<file path="config.mk">
export PLATFORM = sky130hd
export DESIGN_NAME = psum_gbf_ctrl_flat
export DESIGN_NICKNAME = d
export VERILOG_FILES = /design/src/rtl/psum_gbf_pkg.sv /design/src/rtl/psum_gbf_ctrl_if.sv /design/src/rtl/psum_gbf_drain_seq.sv /design/src/rtl/psum_gbf_ctrl.sv /design/src/flat_wrapper.sv
export SDC_FILE = /design/constraint.sdc
export NUM_CORES = 1
export LEC_CHECK = 0
export ABC_AREA = 1
export CORE_MARGIN = 2
export CORE_UTILIZATION = 43
export DETAILED_ROUTE_END_ITERATION = 6
export MAX_ROUTING_LAYER = met4
export PLACE_DENSITY = 0.66
export SYNTH_ARGS = -nofsm -noshare
export SYNTH_HDL_FRONTEND = slang
export SYNTH_SLANG_ARGS = --single-unit
</file>
<file path="constraint.sdc">
create_clock -name clk -period 1.8 [get_ports clk]
set_input_delay 0.18 -clock clk [delete_from_list [all_inputs] [get_ports clk]]
set_output_delay 0.18 -clock clk [all_outputs]
set_load 0.005 [all_outputs]
</file>
<file path="src/rtl/psum_gbf_pkg.sv">
// Shared types and constants for the partial-sum global buffer sequencer.
// Holds the accumulate and drain FSM encodings and the bank-select values
// driven on psum_gbf_w_num.
package psum_gbf_pkg;

  typedef enum logic [1:0] {
    ACC_IDLE,
    ACC_RUN,
    ACC_SWAP_WAIT,
    ACC_FLUSH
  } acc_state_e;

  typedef enum logic {
    D_IDLE,
    D_RUN
  } drain_state_e;

  localparam logic BANK1 = 1'b0;
  localparam logic BANK2 = 1'b1;

endpackage

</file>
<file path="src/rtl/psum_gbf_ctrl_if.sv">
// Bundle of the job-config, psum-beat, bank-control and drain signals between
// the sequencer and its surroundings (PE array, psum_gbf_wrapper, output side).
//   master : the sequencer (drives psum_ready, bank enables/addresses, status)
//   slave  : the environment (drives start/cfg, psum_valid, drain_ready)
interface psum_gbf_ctrl_if #(
  parameter int unsigned PSUM_GBF_ADDR_BITWIDTH = 5,
  parameter int unsigned PASS_CNT_BITWIDTH      = 8,
  parameter int unsigned TILE_CNT_BITWIDTH      = 8
);
  logic                              start;
  logic [PSUM_GBF_ADDR_BITWIDTH:0]   cfg_tile_len;
  logic [PASS_CNT_BITWIDTH-1:0]      cfg_num_pass;
  logic [TILE_CNT_BITWIDTH-1:0]      cfg_num_tile;
  logic                              psum_valid;
  logic                              psum_ready;
  logic                              r_en1b;
  logic                              r_en2b;
  logic [PSUM_GBF_ADDR_BITWIDTH-1:0] r_addr1b;
  logic [PSUM_GBF_ADDR_BITWIDTH-1:0] r_addr2b;
  logic                              w_en1a;
  logic                              w_en2a;
  logic [PSUM_GBF_ADDR_BITWIDTH-1:0] w_addr;
  logic                              acc_first;
  logic                              psum_gbf_w_num;
  logic                              drain_ready;
  logic                              r_en1b_out;
  logic                              r_en2b_out;
  logic                              drain_valid;
  logic                              busy;
  logic                              done;

  modport master (
    input  start, cfg_tile_len, cfg_num_pass, cfg_num_tile, psum_valid, drain_ready,
    output psum_ready, r_en1b, r_en2b, r_addr1b, r_addr2b, w_en1a, w_en2a, w_addr,
           acc_first, psum_gbf_w_num, r_en1b_out, r_en2b_out, drain_valid, busy, done
  );

  modport slave (
    output start, cfg_tile_len, cfg_num_pass, cfg_num_tile, psum_valid, drain_ready,
    input  psum_ready, r_en1b, r_en2b, r_addr1b, r_addr2b, w_en1a, w_en2a, w_addr,
           acc_first, psum_gbf_w_num, r_en1b_out, r_en2b_out, drain_valid, busy, done
  );
endinterface

</file>
<file path="src/rtl/psum_gbf_drain_seq.sv">
// Drain sequencer: walks addresses 0..tile_len-1 of the completed bank,
// issuing one read per cycle that drain_ready is high, and flags each read
// with drain_valid one cycle later (matching the SRAM read latency).
//   clk_i, rst_ni   : clock, async active-low reset
//   start_i         : begin a drain (accepted when idle or on the final read)
//   tile_len_i      : number of addresses to drain
//   drain_ready_i   : downstream can take a word next cycle
//   rd_en_o/addr_o  : drain read request and address
//   last_o          : this cycle's read is the final address
//   busy_o          : drain in progress
//   drain_valid_o   : read data valid (one cycle after rd_en_o)
module psum_gbf_drain_seq
  import psum_gbf_pkg::*;
#(
  parameter int unsigned PSUM_GBF_ADDR_BITWIDTH = 5
) (
  input  logic                              clk_i,
  input  logic                              rst_ni,
  input  logic                              start_i,
  input  logic [PSUM_GBF_ADDR_BITWIDTH:0]   tile_len_i,
  input  logic                              drain_ready_i,
  output logic                              rd_en_o,
  output logic [PSUM_GBF_ADDR_BITWIDTH-1:0] rd_addr_o,
  output logic                              last_o,
  output logic                              busy_o,
  output logic                              drain_valid_o
);
  localparam int unsigned LW = PSUM_GBF_ADDR_BITWIDTH + 1;

  drain_state_e                      state_q, state_d;
  logic [PSUM_GBF_ADDR_BITWIDTH-1:0] d_ptr_q, d_ptr_d;
  logic                              valid_q, valid_d;

  always_comb begin
    rd_en_o = (state_q == D_RUN) && drain_ready_i;
    last_o  = rd_en_o && ({1'b0, d_ptr_q} == (tile_len_i - LW'(1)));
    state_d = state_q;
    d_ptr_d = d_ptr_q;
    valid_d = rd_en_o;
    if (rd_en_o) begin
      if (last_o) begin
        d_ptr_d = '0;
        state_d = D_IDLE;
      end else begin
        d_ptr_d = d_ptr_q + 1'b1;
      end
    end
    // A start on the final read chains straight into the next bank's drain.
    if (start_i) begin
      state_d = D_RUN;
      d_ptr_d = '0;
    end
  end

  always_ff @(posedge clk_i or negedge rst_ni) begin
    if (!rst_ni) begin
      state_q <= D_IDLE;
      d_ptr_q <= '0;
      valid_q <= 1'b0;
    end else begin
      state_q <= state_d;
      d_ptr_q <= d_ptr_d;
      valid_q <= valid_d;
    end
  end

  assign rd_addr_o     = d_ptr_q;
  assign busy_o        = (state_q == D_RUN);
  assign drain_valid_o = valid_q;

endmodule

</file>
<file path="src/rtl/psum_gbf_ctrl.sv">
// Sequencer for the double-buffered partial-sum global buffer.
// Accepts psum beats from the PE array and steers them into the accumulate
// bank as read (cycle t) / write (cycle t+1), counting addresses, passes and
// tiles. When a tile completes the banks ping-pong via psum_gbf_w_num and the
// completed bank is drained to the output side by psum_gbf_drain_seq.
//   clk   : clock, rising edge
//   reset : asynchronous active-low reset
//   bus   : psum_gbf_ctrl_if master modport (config, beats, bank controls, drain, status)
module psum_gbf_ctrl
  import psum_gbf_pkg::*;
#(
  parameter int unsigned PSUM_GBF_ADDR_BITWIDTH = 5,
  parameter int unsigned PSUM_GBF_DEPTH         = 32,
  parameter int unsigned PASS_CNT_BITWIDTH      = 8,
  parameter int unsigned TILE_CNT_BITWIDTH      = 8
) (
  input  logic            clk,
  input  logic            reset,
  psum_gbf_ctrl_if.master bus
);
  localparam int unsigned AW = PSUM_GBF_ADDR_BITWIDTH;
  localparam int unsigned LW = AW + 1;
  localparam int unsigned PW = PASS_CNT_BITWIDTH;
  localparam int unsigned TW = TILE_CNT_BITWIDTH;

  acc_state_e        state_q, state_d;
  logic [LW-1:0]     tile_len_q, tile_len_d;
  logic [PW-1:0]     num_pass_q, num_pass_d, pass_cnt_q, pass_cnt_d;
  logic [TW-1:0]     num_tile_q, num_tile_d, tile_cnt_q, tile_cnt_d;
  logic [AW-1:0]     acc_ptr_q, acc_ptr_d, wr_addr_q, wr_addr_d;
  logic              w_num_q, w_num_d;
  logic              wr_pend_q, wr_pend_d, wr_first_q, wr_first_d, wr_bank_q, wr_bank_d;
  logic              done_q, done_d;

  logic              cfg_ok, psum_ready, accept, last_addr, last_pass;
  logic              drain_start, drain_busy, drain_last, drain_free, d_rd;
  logic [AW-1:0]     d_addr;
  logic              acc_b1, acc_b2, d_b1, d_b2;

  assign cfg_ok = (bus.cfg_tile_len != '0) && (bus.cfg_tile_len <= LW'(PSUM_GBF_DEPTH));

  // With a one-address tile, the next read would hit the address being written.
  assign psum_ready = (state_q == ACC_RUN) && !((tile_len_q == LW'(1)) && wr_pend_q);
  assign accept     = psum_ready && bus.psum_valid;
  assign last_addr  = ({1'b0, acc_ptr_q} == (tile_len_q - LW'(1)));
  assign last_pass  = (pass_cnt_q == (num_pass_q - PW'(1)));
  // Swap is allowed when the drain is idle or finishing its final read now.
  assign drain_free = !drain_busy || drain_last;

  always_comb begin
    state_d     = state_q;
    tile_len_d  = tile_len_q;
    num_pass_d  = num_pass_q;
    num_tile_d  = num_tile_q;
    pass_cnt_d  = pass_cnt_q;
    tile_cnt_d  = tile_cnt_q;
    acc_ptr_d   = acc_ptr_q;
    w_num_d     = w_num_q;
    wr_pend_d   = accept;
    wr_addr_d   = wr_addr_q;
    wr_first_d  = wr_first_q;
    wr_bank_d   = wr_bank_q;
    done_d      = 1'b0;
    drain_start = 1'b0;

    unique case (state_q)
      ACC_IDLE: begin
        if (bus.start && cfg_ok) begin
          tile_len_d = bus.cfg_tile_len;
          num_pass_d = (bus.cfg_num_pass == '0) ? PW'(1) : bus.cfg_num_pass;
          num_tile_d = (bus.cfg_num_tile == '0) ? TW'(1) : bus.cfg_num_tile;
          pass_cnt_d = '0;
          tile_cnt_d = '0;
          acc_ptr_d  = '0;
          state_d    = ACC_RUN;
        end
      end
      ACC_RUN: begin
        if (accept) begin
          wr_addr_d  = acc_ptr_q;
          wr_first_d = (pass_cnt_q == '0);
          wr_bank_d  = w_num_q;
          if (last_addr) begin
            acc_ptr_d = '0;
            if (last_pass) begin
              pass_cnt_d = '0;
              tile_cnt_d = tile_cnt_q + TW'(1);
              state_d    = ACC_SWAP_WAIT;
            end else begin
              pass_cnt_d = pass_cnt_q + PW'(1);
            end
          end else begin
            acc_ptr_d = acc_ptr_q + AW'(1);
          end
        end
      end
      ACC_SWAP_WAIT: begin
        if (drain_free) begin
          w_num_d     = ~w_num_q;
          drain_start = 1'b1;
          state_d     = (tile_cnt_q == num_tile_q) ? ACC_FLUSH : ACC_RUN;
        end
      end
      ACC_FLUSH: begin
        if (!drain_busy) begin
          done_d  = 1'b1;
          state_d = ACC_IDLE;
        end
      end
      default: state_d = ACC_IDLE;
    endcase
  end

  always_ff @(posedge clk or negedge reset) begin
    if (!reset) begin
      state_q    <= ACC_IDLE;
      tile_len_q <= '0;
      num_pass_q <= '0;
      num_tile_q <= '0;
      pass_cnt_q <= '0;
      tile_cnt_q <= '0;
      acc_ptr_q  <= '0;
      w_num_q    <= BANK1;
      wr_pend_q  <= 1'b0;
      wr_addr_q  <= '0;
      wr_first_q <= 1'b0;
      wr_bank_q  <= BANK1;
      done_q     <= 1'b0;
    end else begin
      state_q    <= state_d;
      tile_len_q <= tile_len_d;
      num_pass_q <= num_pass_d;
      num_tile_q <= num_tile_d;
      pass_cnt_q <= pass_cnt_d;
      tile_cnt_q <= tile_cnt_d;
      acc_ptr_q  <= acc_ptr_d;
      w_num_q    <= w_num_d;
      wr_pend_q  <= wr_pend_d;
      wr_addr_q  <= wr_addr_d;
      wr_first_q <= wr_first_d;
      wr_bank_q  <= wr_bank_d;
      done_q     <= done_d;
    end
  end

  psum_gbf_drain_seq #(
    .PSUM_GBF_ADDR_BITWIDTH(AW)
  ) u_drain (
    .clk_i        (clk),
    .rst_ni       (reset),
    .start_i      (drain_start),
    .tile_len_i   (tile_len_q),
    .drain_ready_i(bus.drain_ready),
    .rd_en_o      (d_rd),
    .rd_addr_o    (d_addr),
    .last_o       (drain_last),
    .busy_o       (drain_busy),
    .drain_valid_o(bus.drain_valid)
  );

  // Accumulate owns bank w_num, drain owns the other, so port b never collides.
  assign acc_b1 = accept && (w_num_q == BANK1);
  assign acc_b2 = accept && (w_num_q == BANK2);
  assign d_b1   = d_rd && (w_num_q == BANK2);
  assign d_b2   = d_rd && (w_num_q == BANK1);

  assign bus.psum_ready     = psum_ready;
  assign bus.r_en1b         = acc_b1 || d_b1;
  assign bus.r_en2b         = acc_b2 || d_b2;
  assign bus.r_addr1b       = acc_b1 ? acc_ptr_q : (d_b1 ? d_addr : '0);
  assign bus.r_addr2b       = acc_b2 ? acc_ptr_q : (d_b2 ? d_addr : '0);
  assign bus.w_en1a         = wr_pend_q && (wr_bank_q == BANK1);
  assign bus.w_en2a         = wr_pend_q && (wr_bank_q == BANK2);
  assign bus.w_addr         = wr_addr_q;
  assign bus.acc_first      = wr_pend_q && wr_first_q;
  assign bus.psum_gbf_w_num = w_num_q;
  assign bus.r_en1b_out     = d_b1;
  assign bus.r_en2b_out     = d_b2;
  assign bus.busy           = (state_q != ACC_IDLE);
  assign bus.done           = done_q;

endmodule

</file>
<file path="src/flat_wrapper.sv">
// flat-port wrapper written by rule: the top's interface ports become plain ports
module psum_gbf_ctrl_flat import psum_gbf_pkg::*;
#(
  parameter int unsigned PSUM_GBF_ADDR_BITWIDTH = 5,
  parameter int unsigned PSUM_GBF_DEPTH         = 32,
  parameter int unsigned PASS_CNT_BITWIDTH      = 8,
  parameter int unsigned TILE_CNT_BITWIDTH      = 8
)
  (clk, reset, bus_start, bus_cfg_tile_len, bus_cfg_num_pass, bus_cfg_num_tile, bus_psum_valid, bus_drain_ready, bus_psum_ready, bus_r_en1b, bus_r_en2b, bus_r_addr1b, bus_r_addr2b, bus_w_en1a, bus_w_en2a, bus_w_addr, bus_acc_first, bus_psum_gbf_w_num, bus_r_en1b_out, bus_r_en2b_out, bus_drain_valid, bus_busy, bus_done);
  psum_gbf_ctrl_if #(.PSUM_GBF_ADDR_BITWIDTH(PSUM_GBF_ADDR_BITWIDTH), .PASS_CNT_BITWIDTH(PASS_CNT_BITWIDTH), .TILE_CNT_BITWIDTH(TILE_CNT_BITWIDTH)) bus_i ();
  input  logic clk;
  input  logic reset;
  input wire logic [$bits(bus_i.start)-1:0] bus_start;
  input wire logic [$bits(bus_i.cfg_tile_len)-1:0] bus_cfg_tile_len;
  input wire logic [$bits(bus_i.cfg_num_pass)-1:0] bus_cfg_num_pass;
  input wire logic [$bits(bus_i.cfg_num_tile)-1:0] bus_cfg_num_tile;
  input wire logic [$bits(bus_i.psum_valid)-1:0] bus_psum_valid;
  input wire logic [$bits(bus_i.drain_ready)-1:0] bus_drain_ready;
  output wire logic [$bits(bus_i.psum_ready)-1:0] bus_psum_ready;
  output wire logic [$bits(bus_i.r_en1b)-1:0] bus_r_en1b;
  output wire logic [$bits(bus_i.r_en2b)-1:0] bus_r_en2b;
  output wire logic [$bits(bus_i.r_addr1b)-1:0] bus_r_addr1b;
  output wire logic [$bits(bus_i.r_addr2b)-1:0] bus_r_addr2b;
  output wire logic [$bits(bus_i.w_en1a)-1:0] bus_w_en1a;
  output wire logic [$bits(bus_i.w_en2a)-1:0] bus_w_en2a;
  output wire logic [$bits(bus_i.w_addr)-1:0] bus_w_addr;
  output wire logic [$bits(bus_i.acc_first)-1:0] bus_acc_first;
  output wire logic [$bits(bus_i.psum_gbf_w_num)-1:0] bus_psum_gbf_w_num;
  output wire logic [$bits(bus_i.r_en1b_out)-1:0] bus_r_en1b_out;
  output wire logic [$bits(bus_i.r_en2b_out)-1:0] bus_r_en2b_out;
  output wire logic [$bits(bus_i.drain_valid)-1:0] bus_drain_valid;
  output wire logic [$bits(bus_i.busy)-1:0] bus_busy;
  output wire logic [$bits(bus_i.done)-1:0] bus_done;
  assign bus_i.start = bus_start;
  assign bus_i.cfg_tile_len = bus_cfg_tile_len;
  assign bus_i.cfg_num_pass = bus_cfg_num_pass;
  assign bus_i.cfg_num_tile = bus_cfg_num_tile;
  assign bus_i.psum_valid = bus_psum_valid;
  assign bus_i.drain_ready = bus_drain_ready;
  assign bus_psum_ready = bus_i.psum_ready;
  assign bus_r_en1b = bus_i.r_en1b;
  assign bus_r_en2b = bus_i.r_en2b;
  assign bus_r_addr1b = bus_i.r_addr1b;
  assign bus_r_addr2b = bus_i.r_addr2b;
  assign bus_w_en1a = bus_i.w_en1a;
  assign bus_w_en2a = bus_i.w_en2a;
  assign bus_w_addr = bus_i.w_addr;
  assign bus_acc_first = bus_i.acc_first;
  assign bus_psum_gbf_w_num = bus_i.psum_gbf_w_num;
  assign bus_r_en1b_out = bus_i.r_en1b_out;
  assign bus_r_en2b_out = bus_i.r_en2b_out;
  assign bus_drain_valid = bus_i.drain_valid;
  assign bus_busy = bus_i.busy;
  assign bus_done = bus_i.done;
  psum_gbf_ctrl #(.PSUM_GBF_ADDR_BITWIDTH(PSUM_GBF_ADDR_BITWIDTH), .PSUM_GBF_DEPTH(PSUM_GBF_DEPTH), .PASS_CNT_BITWIDTH(PASS_CNT_BITWIDTH), .TILE_CNT_BITWIDTH(TILE_CNT_BITWIDTH)) u_core (.clk(clk), .reset(reset), .bus(bus_i));
endmodule
</file>
After elaboration in Yosys (flattened, before gate mapping). Index checks and enable logic that the tools add are counted. W data, S select, Z words.

Add/sub/neg operators: 6. Equal/unequal tests: 14. Reductions and logical operators: 36. Multiplexer cells: 37. $lt $le $gt $ge: 1. Bitwise logic cells: 2.

Operator list (number): $mux W8 (9); $mux W5 (10); $pmux W8 S2 (2); $logic_not A8 Y1 (3); $add A8 B1 Y8 const B (2); $eq A8 B8 Y1 (2); $logic_and A1 B1 Y1 (14); $mux W2 (7); $eq A5 B6 Y1 (2); $add A5 B1 Y5 const B (2); $ne A2 B1 Y1 const B (5); $pmux W5 S2 (1); $pmux W2 S4 (1); $reduce_and A2 Y1 (4); $reduce_bool A2 Y1 (4); $sub A8 B1 Y8 const B (1); $mux W1 (7); $eq A6 B1 Y1 const B (1); $le A6 B6 Y1 const B (1); $reduce_and A6 Y1 (1); $reduce_bool A6 Y1 (1); $sub A6 B1 Y6 const B (1); $reduce_and A5 Y1 (1); $eq A2 B2 Y1 const B (2); other kinds (8) (12).

Flip-flop bits (word level): 62. Output and inout bits: 27.

Longest topological paths before layout. Gate-level depths: netlist of run 1.

Word-level depth: 8. Mapped depth: 15. Depth with buffers taken out: 15.

Cells and area by module. From an unflattened synthesis of run 1, not the netlist that was laid out.

Cells, all modules: 561. Area, all modules: 3998.8 um^2.

Modules (own cells, without submodules): psum_gbf_ctrl (cells an instance 458, area an instance 3364.5 um^2, instances 1); psum_gbf_drain_seq (cells an instance 103, area an instance 634.4 um^2, instances 1).

Least setup slack after synthesis of run 1. No wires, ideal clock.

Path kind: register to register. Start point: register u_core.tile_len_q[0]. End point: register u_core.pass_cnt_q[2]. Stages on the path, launching flop included: 15. Period minus slack after synthesis: 1766 ps. Arrival time: 1639 ps. Setup slack: 34 ps. Path buffers: 1. Path through: dfrtp_1 -> inv_2 -> ha_1 -> inv_1 -> nand2_1 -> nand2_1 -> nor2_1 -> nand2_1 -> nor2_2 -> nand3_2 -> nand2_2 -> nand2_4 -> buf_6 -> nand2_1 -> o21ai_0.

Cells in the longest elaborated chain, start to end: 7.

RTL lines: start, declared (RTL line psum_gbf_ctrl.sv:27) `logic [LW-1:0] tile_len_q, tile_len_d;`; start signal, assigned (RTL line psum_gbf_ctrl.sv:131) `tile_len_q <= tile_len_d;`; parallel branches: the longest is 6 deep, another holds $sub A6 B1 Y6; $reduce_and A4 Y1 (no line) (*); end signal, assigned (RTL line psum_gbf_ctrl.sv:134) `pass_cnt_q <= pass_cnt_d;`; end, declared (RTL line psum_gbf_ctrl.sv:28) `logic [PW-1:0] num_pass_q, num_pass_d, pass_cnt_q, pass_cnt_d;`.

Mark *: on every way between the ends. A chain may end at the register's enable or synchronous reset.

Final worst setup path of run 1.
Start point: register u_core.tile_len_q[0]. End point: register u_core.w_num_q, in the netlist u_core.bus.psum_gbf_w_num.

Cells in the longest elaborated chain, start to end: 5.

RTL lines: $sub A6 B1 Y6 (RTL line psum_gbf_drain_seq.sv:36) `last_o = rd_en_o && ({1'b0, d_ptr_q} == (tile_len_i - LW'(1)));`; $eq A5 B6 Y1 (RTL line psum_gbf_drain_seq.sv:36); $logic_and A1 B1 Y1 (RTL line psum_gbf_drain_seq.sv:36); $logic_or A1 B1 Y1 (RTL line psum_gbf_ctrl.sv:48) `assign drain_free = !drain_busy || drain_last;`; $reduce_and A2 Y1 (no line); end signal, assigned (RTL line psum_gbf_ctrl.sv:137) `w_num_q <= w_num_d;`; end, declared (RTL line psum_gbf_ctrl.sv:31) `logic w_num_q, w_num_d;`.

Every way passes these cells.

==> flow_summary_export.csv, run 1 <==
group,metric,value,unit
timing,whs,0.3681,ns
grt,grt_max_degree,63,
setup_path,crit_cells,13,
setup_path,crit_buf_inv,4,
synthesis,synthTopCellsByArea,"dfrtp_1 (41%), nand2_1 (16%), nand3_1 (5.3%), inv_1 (5.3%), nor2_1 (4.3%)",
synthesis,synth_seq_cells,62,
synthesis,synth_common_cells,"nand2_1 (162), dfrtp_1 (62), inv_1 (53)",
synthesis,postSynthAreaPerCell,7.395,um^2
floorplan,coreArea,8636,um^2
floorplan,initial_utilization,0.4376,
drt,detail-route-antenna-nets,0,
power_and_ir_drop,peakVddDrop,630.7,uV
place,gp_congestion,0.8510,
clocking,h-tree-depth,3,
synthesis,ys_warn_count,0,
power_and_ir_drop,power_density,1558,nW/um^2
setup_path,path_class,"reg -> reg",
floorplan,ioPinCount,54,
setup_path,timing.rr.start,"u_core.tile_len_q[0]$_DFFE_PN0P_",
setup_path,cp-end-kind,"register",
floorplan,rows,34,
grt,gr-total-overflow,0,
grt,grt_pass1_vias,3674,
synthesis,synth_top_family_by_area,"simple AND/OR/NAND/NOR gates",
timing,setup_ws,-0.1760,ns
clocking,cts.clk_slew.worst_paths,0.08,ns
timing,setup_tns,-3.766,ns
setup_path,crit_chain,"buf_6 -> inv_4 -> ha_4 -> buf_4 -> buf_6 -> xnor2_1 -> nor2_1 -> nand2_1 -> nor2_2 -> nand3_2 -> nand2_4 -> nand2_4 -> xor2_1",
min_path,hp-class,"in -> async",
run_status,status,"finished, violations left",
clocking,cts_tree,"yes",
clocking,cts.sinks,62,
synthesis,synth_edf_count,0,
synthesis,synth.largest_area_cell,"dfrtp_1",
setup_path,critPathMaxFanout,3,
drt,dr.pass1.iters,5,
clocking,cts_buffers,9,
synthesis,synth_most_common_cell,"nand2_1",
synthesis,ys_types,35,
setup_path,cp_top_family,"simple AND/OR/NAND/NOR gates",
drt,drc,0,
cells_and_area,n_antenna_cell,0,
floorplan,die_w,97.74,um
synthesis,yosys.area_share.xor_xnor,0.05331,
timing,finalCriticalPeriod,1.976,ns
setup_path,start_kind,"register",
setup_path,slowest_stage,"dfrtp_1",
place,dp_hpwl,7.199,mm
setup_path,crit_arrival,2.20,ns
setup_path,reg2reg_depth,13,
clocking,clk_latency,0.34,ns
clocking,cts.path.max_buffers,2,
place,portBuffers,53,
clocking,root_buffer,"clkbuf_8",
cells_and_area,drive_above_1_share,0.2539,
timing,fmaxAchievable,0.5061,GHz
synthesis,yosysSeqAreaShare,0.4106,
synthesis,yosysTopAreaCellShare,0.4106,
setup_path,max_stage_delay,0.40,ns
synthesis,synth_nets,546,
grt,grt_pass1_wl,17.13,mm
synthesis,synth_compound_area_frac,0.07881,
job,drv_cap,0,
synthesis,ys.flop_type,"dfrtp_1",
synthesis,synth_mux_area_frac,0.002649,
drt,drtIter0Drc,116,
synthesis,synth_fa_ha_area_frac,0.02649,
timing,finClkSkew,0.01302,ns
power_and_ir_drop,power_leakage,2.601,nW
timing,post-route-period-util,1.098,
run_status,violations,"negative setup slack",
timing,rsz0062_at_grt,"yes",
timing,hold_viol,0,
floorplan,dieHeight,97.74,um
setup_path,rr_endpoint,"u_core.bus.psum_gbf_w_num$_DFFE_PN0N_",
grt,antenna_found_initial,0,
synthesis,synthesis.area,3779,um^2
synthesis,syn_inst,511,
grt,grt.total_usage,0.2267,
floorplan,die_area,9553,um^2
timing,tightest_slew,0.3497,ns
timing,drv_slew,0,
cells_and_area,syn2layout_area_growth,41.69,%
setup_path,worstPathRequired,2.03,ns
timing,finalSetupViolCount,40,
drt,drt-total-wl,9.964,mm
setup_path,r2r_slack,-0.18,ns
timing,relSlewSlack,0.7668,
drt,vias_per_cell,4.984,
drt,vias,3718,
drt,wl_per_cell,13.36,um
synthesis,synth_simple_gate_area_share,0.3457,
cells_and_area,nets,668,
synthesis,async_reset_ff_frac,1.000,
==> worst reg2reg max path, stage by stage, from the launching register on <==
cell and delay, ns:
dfrtp_1 0.40, buf_6 0.13, inv_4 0.05, ha_4 0.20
buf_4 0.13, buf_6 0.10, xnor2_1 0.11, nor2_1 0.10
nand2_1 0.07, nor2_2 0.14, nand3_2 0.13, nand2_4 0.10
nand2_4 0.06, xor2_1 0.14
==> worst max path at each step <==
stage	slack, ns	endpoint	from
3_3_place_gp	-0.16	bus_r_addr2b[0]	u_core.tile_len_q[0]$_DFFE_PN0P_
4_1_cts	-0.15	u_core.tile_cnt_q[2]$_DFFE_PN0P_	u_core.tile_len_q[0]$_DFFE_PN0P_
3_5_place_dp	-0.19	bus_r_addr2b[4]	u_core.tile_len_q[0]$_DFFE_PN0P_
5_1_grt	-0.28	u_core.tile_cnt_q[3]$_DFFE_PN0P_	u_core.tile_len_q[0]$_DFFE_PN0P_
6_report	-0.18	u_core.bus.psum_gbf_w_num$_DFFE_PN0N_	u_core.tile_len_q[0]$_DFFE_PN0P_
2_1_floorplan	0.03	u_core.pass_cnt_q[2]$_DFFE_PN0P_	u_core.tile_len_q[0]$_DFFE_PN0P_
==> flip-flops by register name, indices dropped and copies added, names as in the netlist <==
| register | flops |
|---|---|
| u_core.bus.w_addr | 5 |
| u_core.acc_ptr_q | 5 |
| u_core.num_tile_q | 8 |
| u_core.wr_bank_q | 1 |
| u_core.state_q | 2 |
| u_core.tile_cnt_q | 8 |
| u_core.tile_len_q | 6 |
| u_core.bus.psum_gbf_w_num | 1 |
| u_core.wr_first_q | 1 |
| u_core.bus.done | 1 |
| u_core.num_pass_q | 8 |
| u_core.u_drain.rd_addr_o | 5 |
| u_core.u_drain.drain_valid_o | 1 |
| u_core.u_drain.busy_o | 1 |
| u_core.wr_pend_q | 1 |
| u_core.pass_cnt_q | 8 |
==> power by group <==
group,total (mW),switching [mW],internal [mW]
clock network,1.09,0.560,0.531
logic,4.99,2.74,2.26
registers,2.26,0.397,1.86
total,8.34,3.69,4.65
==> logic make-up (layout without fill, tap and decap cells) <==
group / count (synthesis) / count (layout)
simple gates: 288 / 288
buf+inv: 73 / 200
flops: 62 / 62
compound gates: 56 / 56
xor+xnor: 23 / 23
fa+ha+maj: 8 / 8
mux: 1 / 1
==> area by class of cell <==
type,count,area [um^2]
clock buffers,12,145.1
clock inverters,4,22.52
fillers,759,3282
inverters,60,237.7
multi-input cells,376,2185
flip-flops and latches,62,1553
well taps,108,135.1
repair buffers,124,1076
==> repair_timing <==
action | 4_1_cts | 5_1_grt
pin swaps | 14 | 16
endpoints found under the setup margin | 45 | 46
hold endpoints to repair | 62 | 0
gates resized for setup | 88 | 42
hold buffers | 1 | 0
setup buffers | 11 | 5
==> through the flow <==
step / power (mW) / utilization / area (um^2) / cells / setup slack, ns
floorplan: 4.835 / - / 3779 / 511 / 0.03406
global placement: 6.396 / 0.5542 / 4786 / 713 / -0.1592
detailed placement: 6.490 / 0.5542 / 4786 / 713 / -0.1946
CTS: 7.991 / 0.5984 / 5167 / 741 / -0.1497
global route: 9.083 / 0.6200 / 5354 / 746 / -0.2835
finish: 8.343 / 0.6200 / 5354 / 746 / -0.1760
==> layout by cell type, fill, tap and decap left out, drive strengths merged <==
| master | synthesis | final |
|---|---|---|
| dfrtp | 62 | 62 |
| clkinvlp | 0 | 1 |
| nand2 | 167 | 167 |
| dlymetal6s2s | 0 | 1 |
| xnor2 | 15 | 15 |
| nand4 | 15 | 15 |
| nor2 | 48 | 48 |
| o22ai | 11 | 11 |
| a21oi | 7 | 7 |
| mux2i | 1 | 1 |
| nand3 | 43 | 43 |
| nor4 | 2 | 2 |
| nor3 | 4 | 4 |
| dlygate4sd3 | 0 | 1 |
| xor2 | 8 | 8 |
| o21ai | 37 | 37 |
| clkinv | 0 | 3 |
| clkdlybuf4s50 | 0 | 38 |
| o41ai | 1 | 1 |
| buf | 8 | 81 |
| inv | 60 | 60 |
| nor3b | 4 | 4 |
| nand3b | 4 | 4 |
| clkbuf | 5 | 15 |
| ha | 8 | 8 |
| or2 | 1 | 1 |
==> routing by layer <==
metal | track usage | wire length, um | vias to the layer above
met5 | - | 0 | -
met2 | 0.3703 | 4795 | 87
met4 | 0.06303 | 121 | 0
met1 | 0.2870 | 4591 | 1731
met3 | 0.04868 | 456 | 10
li1 | - | - | 1890
Power figures use the tool's default switching activity.
==> run 2: changes to the inputs <==
Settings changed: TNS_END_PERCENT from default to 5.
==> flow_summary_export.csv, run 2 (synthesized netlist as in run 1, its figures left out) <==
group,metric,value,unit
run_status,status,"finished, violations left",
run_status,violations,"negative setup slack",
timing,tightest_slew,0.3568,ns
power_and_ir_drop,pwr-share-comb,0.585,
power_and_ir_drop,p_sw,3.602,mW
timing,finalSetupViolCount,36,
timing,hold_viol,0,
grt,gr-total-overflow,0,
drt,vias_per_cell,5.004,
setup_path,worstPathRequired,2.08,ns
cells_and_area,nFillCells,782,
clocking,cts.path.max_buffers,2,
power_and_ir_drop,total_power,8.110,mW
power_and_ir_drop,seq_power_share,0.281,
cells_and_area,nets,659,
place,dpl_cell_area,4786,um^2
cells_and_area,syn2layout_area_growth,37.78,%
power_and_ir_drop,pwr-share-clk,0.133,
place,portBuffers,53,
timing,setup_ws,-0.1435,ns
clocking,cts_tree,"yes",
cells_and_area,layout_commonest_cell,"nand2_1",
setup_path,cp-end-kind,"register",
grt,grt_use_met3,0.05011,
drt,dr.pass1.iters,4,
setup_path,crit_arrival,2.23,ns
min_path,hp-class,"in -> async",
drt,wl_per_cell,13.28,um
timing,drv_slew,0,
timing,relSlewSlack,0.7622,
power_and_ir_drop,peakVddDrop,629.5,uV
clocking,h-tree-depth,3,
clocking,cts_buffers,9,
floorplan,initial_utilization,0.4376,
cells_and_area,seqCellArea,1554,um^2
cells_and_area,multi_input_area,2118,um^2
floorplan,ioPinCount,54,
timing,finalCriticalPeriod,1.943,ns
grt,grt-busiest-layer,"met2",
cells_and_area,fin_cells,737,
floorplan,dieHeight,97.74,um
floorplan,rows,34,
setup_path,critPathMaxFanout,6,
grt,use_met1,0.2837,
power_and_ir_drop,swShare,0.4441,
timing,fmaxAchievable,0.5145,GHz
cells_and_area,final_cell_area,5206,um^2
place,gp_congestion,0.8510,
power_and_ir_drop,power_density,1558,nW/um^2
cells_and_area,mostFrequentLayoutCells,"nand2_1 (153), dfrtp_1 (60), buf_4 (53), inv_1 (48), nor2_1 (40)",
floorplan,die_w,97.74,um
clocking,cts.sinks,62,
drt,drc,0,
place,dp_hpwl,7.199,mm
clocking,root_buffer,"clkbuf_8",
timing,whs,0.3682,ns
power_and_ir_drop,internal_power,4.508,mW
drt,vias,3688,
timing,setup_tns,-2.419,ns
clocking,cts.clk_slew.worst_paths,0.07,ns
cells_and_area,utilization,0.6029,
floorplan,coreArea,8636,um^2
grt,grt_use_met2,0.3629,
timing,post-route-period-util,1.080,
drt,detail-route-antenna-nets,0,
cells_and_area,drive_above_1_share,0.2369,
grt,grt_pass1_wl,16.90,mm
setup_path,start_kind,"register",
cells_and_area,n_antenna_cell,0,
grt,grt_max_degree,63,
place,pre_cts_slack,-0.1946,ns
grt,grt_pass1_vias,3638,
floorplan,die_area,9553,um^2
job,drv_cap,0,
grt,antenna_found_initial,0,
power_and_ir_drop,power_leakage,2.543,nW
place,dpl.cell_count,713,
timing,finClkSkew,0.009729,ns
drt,drtIter0Drc,108,
timing,rsz0062_at_grt,"yes",
drt,drt-total-wl,9.789,mm
grt,grt.total_usage,0.2235,
clocking,clk_latency,0.34,ns
setup_path,path_class,"reg -> reg",
-- run 2: cell count changes in the layout (fill, tap and decap cells not counted), moves of 2 or more --
cell     before  now
buf_6        12    5
buf_2        11    8
nand2_2       6    9
buf_4        55   53
inv_4         1    3
nand2_4       6    4
nand2_8       3    1
nand3_2       6    8
-- run 2: layout make-up --
cell class,instances,area share
multi-input cells,376,0.4069
clock inverters,4,0.004326
repair buffers,115,0.1908
well taps,108,0.02596
inverters,60,0.04566
flip-flops and latches,62,0.2985
clock buffers,12,0.02788
-- run 2: metal layers --
layer  routed length, um  vias to the layer above
li1                    -                     1874
met1                4573                     1698
met2                4600                       99
met3                 460                       17
met4                 154                        0
met5                   0                        -
-- run 2: worst paths after layout --
| check | startpoint | to | slack, ns | cells after the start |
|---|---|---|---|---|
| min in group clk | bus_cfg_num_tile[2] | u_core.num_tile_q[2]$_DFFE_PN0P_ | 0.41 | 3 |
| hold reg to reg | u_core.bus.w_addr[0]$_DFFE_PN0P_ | u_core.bus.w_addr[0]$_DFFE_PN0P_ | 0.49 | 2 |
| setup reg to reg | u_core.tile_len_q[0]$_DFFE_PN0P_ | u_core.tile_cnt_q[6]$_DFFE_PN0P_ | -0.14 | 16 |
| hold / removal | reset | u_core.bus.w_addr[2]$_DFFE_PN0P_ | 0.37 | 3 |
| setup / recovery | u_core.tile_len_q[0]$_DFFE_PN0P_ | u_core.tile_cnt_q[6]$_DFFE_PN0P_ | -0.14 | 16 |
| max in group asynchronous | reset | u_core.state_q[1]$_DFFE_PN0P_ | 1.12 | 3 |
-- run 2: power groups by stage --
stage / Clock (mW) / Sequential (mW) / Combinational (mW)
2_1_floorplan: 0 / 2.20 / 2.63
3_3_place_gp: 0 / 2.29 / 4.11
3_5_place_dp: 0 / 2.30 / 4.19
4_1_cts: 1.12 / 2.28 / 4.53
5_1_grt: 1.19 / 2.33 / 5.30
6_report: 1.08 / 2.28 / 4.75
-- run 2: worst max-delay path, cell delays in order (launching register included) --
cell	delay, ns
dfrtp_1	0.38
buf_6	0.12
inv_4	0.03
ha_4	0.27
inv_2	0.03
nand2_1	0.05
nand2_1	0.05
nor2_1	0.10
nand2_1	0.07
nor2_2	0.11
nand3_2	0.12
nand2_2	0.11
nand2_4	0.08
inv_6	0.09
buf_6	0.13
nand3_1	0.07
nand2_1	0.07
-- run 2: what timing repair did --
item	CTS	global route
resized for setup	67	41
hold buffers	1	0
hold endpoints to repair	62	0
endpoints found under the setup margin	45	47
setup buffers	5	2
pin swaps	9	14
cloned	0	0
==> patch, RTL diff (settings of run 2) <==
Encoding of `acc_state_e`: now one-hot (4 bits for 4 states).
--- a/src/rtl/psum_gbf_pkg.sv
+++ b/src/rtl/psum_gbf_pkg.sv
@@ -4,9 +4,9 @@
 package psum_gbf_pkg;
 
-  typedef enum logic [1:0] {
-    ACC_IDLE,
-    ACC_RUN,
-    ACC_SWAP_WAIT,
-    ACC_FLUSH
+  typedef enum logic [3:0] {
+    ACC_IDLE      = 4'b0001,
+    ACC_RUN       = 4'b0010,
+    ACC_SWAP_WAIT = 4'b0100,
+    ACC_FLUSH     = 4'b1000
   } acc_state_e;
 
Behaviour: same outputs for any inputs over 4 cycles, from zero or initial values and one cycle with reset low; so few cycles prove little.
==> patch against run 2 <==
The run still ends with setup timing left; count of clock-buffer cells in the layout fell by 2; sequential cell count rose by 2; design area up 9.5%; critical path depth is 3 lower; worst hold slack better by 0.0012 ns; utilization grew 2.3 points; wire length up 8.5%; worst setup slack lost 0.13 ns; synthesized area up 5.7%; total power up 12%; synthesized cell count up 9.8%.
==> patch: results (changes against run 2) <==
Run status
The flow ran to the end, but the final reports show violations. The checks that failed: setup timing.

Finish
The multi-input gate share of the layout cell area is 39.0% (-1.7 points). The count of inverters not on the clock network in the layout is 77 (+28%). The count of non-filler cells in the finished layout is 826 (+12%). The share of layout cells above drive strength 1 is 27.6% (+3.9 points). The share of cell area taken by flip-flops and latches is 28.1% (-1.7 points). The total number of nets in the final design is 745 (+13%). The count of clock-net buffers in the final layout came to 10 (-2). The number of buffers other than clock buffers in the final layout is 146 (+27%). The number of fillers in the final layout was 813 (+4.0%).

Synthesis
After synthesis, the cell types taking the most area are sky130_fd_sc_hd__dfrtp_1, sky130_fd_sc_hd__nand2_1, sky130_fd_sc_hd__nand3_1. The number of unique standard cell types used by synthesis was 36 (+2.9%). The post-synthesis sequential element count is 64 (+3.2%).

The area share of the leading cell type in the synthesized netlist is 39.5% (-1.6 points). The number of nets in the synthesized netlist was 596 (+9.2%). The commonest cells after synthesis are sky130_fd_sc_hd__nand2_1, sky130_fd_sc_hd__dfrtp_1, sky130_fd_sc_hd__inv_1, sky130_fd_sc_hd__nor2_1, sky130_fd_sc_hd__nand3_1.

The post-synthesis share of cell area spent on xor and xnor gates is 3.73% (-1.6 points). The adder and majority cell fraction of the synthesized area is 2.51% (-0.14 points). The sequential element share of the synthesized area is 40.1% (-0.94 points).

Routing
The total routed wire length on the met1 layer is 4550 um (-0.46%). The initial detailed-routing violation count came to 147 (+36%). The detailed route wirelength on metal3 is 368 um (-20%). The routed wirelength normalized by instance count is 12.9 um (-3.2%). The detailed-routed wire length on met2 came to 5470 um (+19%).

GRT
The global-route track usage on met3 is 3.34% (-1.7 points). The first-pass GRT wire length came to 18200 um (+7.7%). The global routing usage on met2 was 41.6% (+5.3 points).

The via count of the first global-routing pass is 4136 (+14%). The global-route usage over all layers is 23.2% (+0.85 points).

STA
The count of final setup violators is 43 (+19%). The final worst setup slack was -0.271 ns (-0.127 ns).

Pwr
The total leakage power came to 2.84 nW (+12%). The peak ir drop on the vdd network came to 0.000736 V (+17%).

Place
The HPWL after detailed placement is 7980 um (+11%).
-- patch: worst max-delay path, stage by stage (launching register included) --
cell	delay, ns
sky130_fd_sc_hd__dfrtp_1	0.41
sky130_fd_sc_hd__inv_2	0.07
sky130_fd_sc_hd__ha_2	0.16
sky130_fd_sc_hd__nand4_1	0.18
sky130_fd_sc_hd__nand3_4	0.15
sky130_fd_sc_hd__buf_6	0.18
sky130_fd_sc_hd__nand2_2	0.09
sky130_fd_sc_hd__nand3_4	0.10
sky130_fd_sc_hd__inv_4	0.05
sky130_fd_sc_hd__nand2_4	0.09
sky130_fd_sc_hd__inv_8	0.05
sky130_fd_sc_hd__buf_4	0.13
sky130_fd_sc_hd__buf_4	0.13
sky130_fd_sc_hd__nor3b_1	0.21
-- patch: power groups by stage --
| stage | logic (mW) | clock network (mW) | registers (mW) |
|---|---|---|---|
| 5_1_grt | 6.06 | 1.39 | 2.37 |
| 3_5_place_dp | 4.85 | 0 | 2.32 |
| 2_1_floorplan | 2.81 | 0 | 2.28 |
| 4_1_cts | 5.19 | 1.33 | 2.30 |
| 6_report | 5.46 | 1.30 | 2.31 |
| 3_3_place_gp | 4.73 | 0 | 2.30 |
-- patch: metrics by stage --
| stage | setup WS [ns] | util (%) | TNS (ns) |
|---|---|---|---|
| after floorplan | -0.0696 | - | -0.432 |
| after global placement | -0.249 | 57.7 | -6.29 |
| after detailed placement | -0.315 | 57.7 | -9.02 |
| after CTS | -0.228 | 61.4 | -6.76 |
| after global routing | -0.380 | 62.6 | -11.03 |
| final | -0.271 | 62.6 | -5.31 |
-- patch: cells by family after synthesis --
logic type	Yosys count
fa+ha+maj	8
mux	4
buf+inv	86
xor+xnor	17
compound gates	51
flops	64
simple gates	331
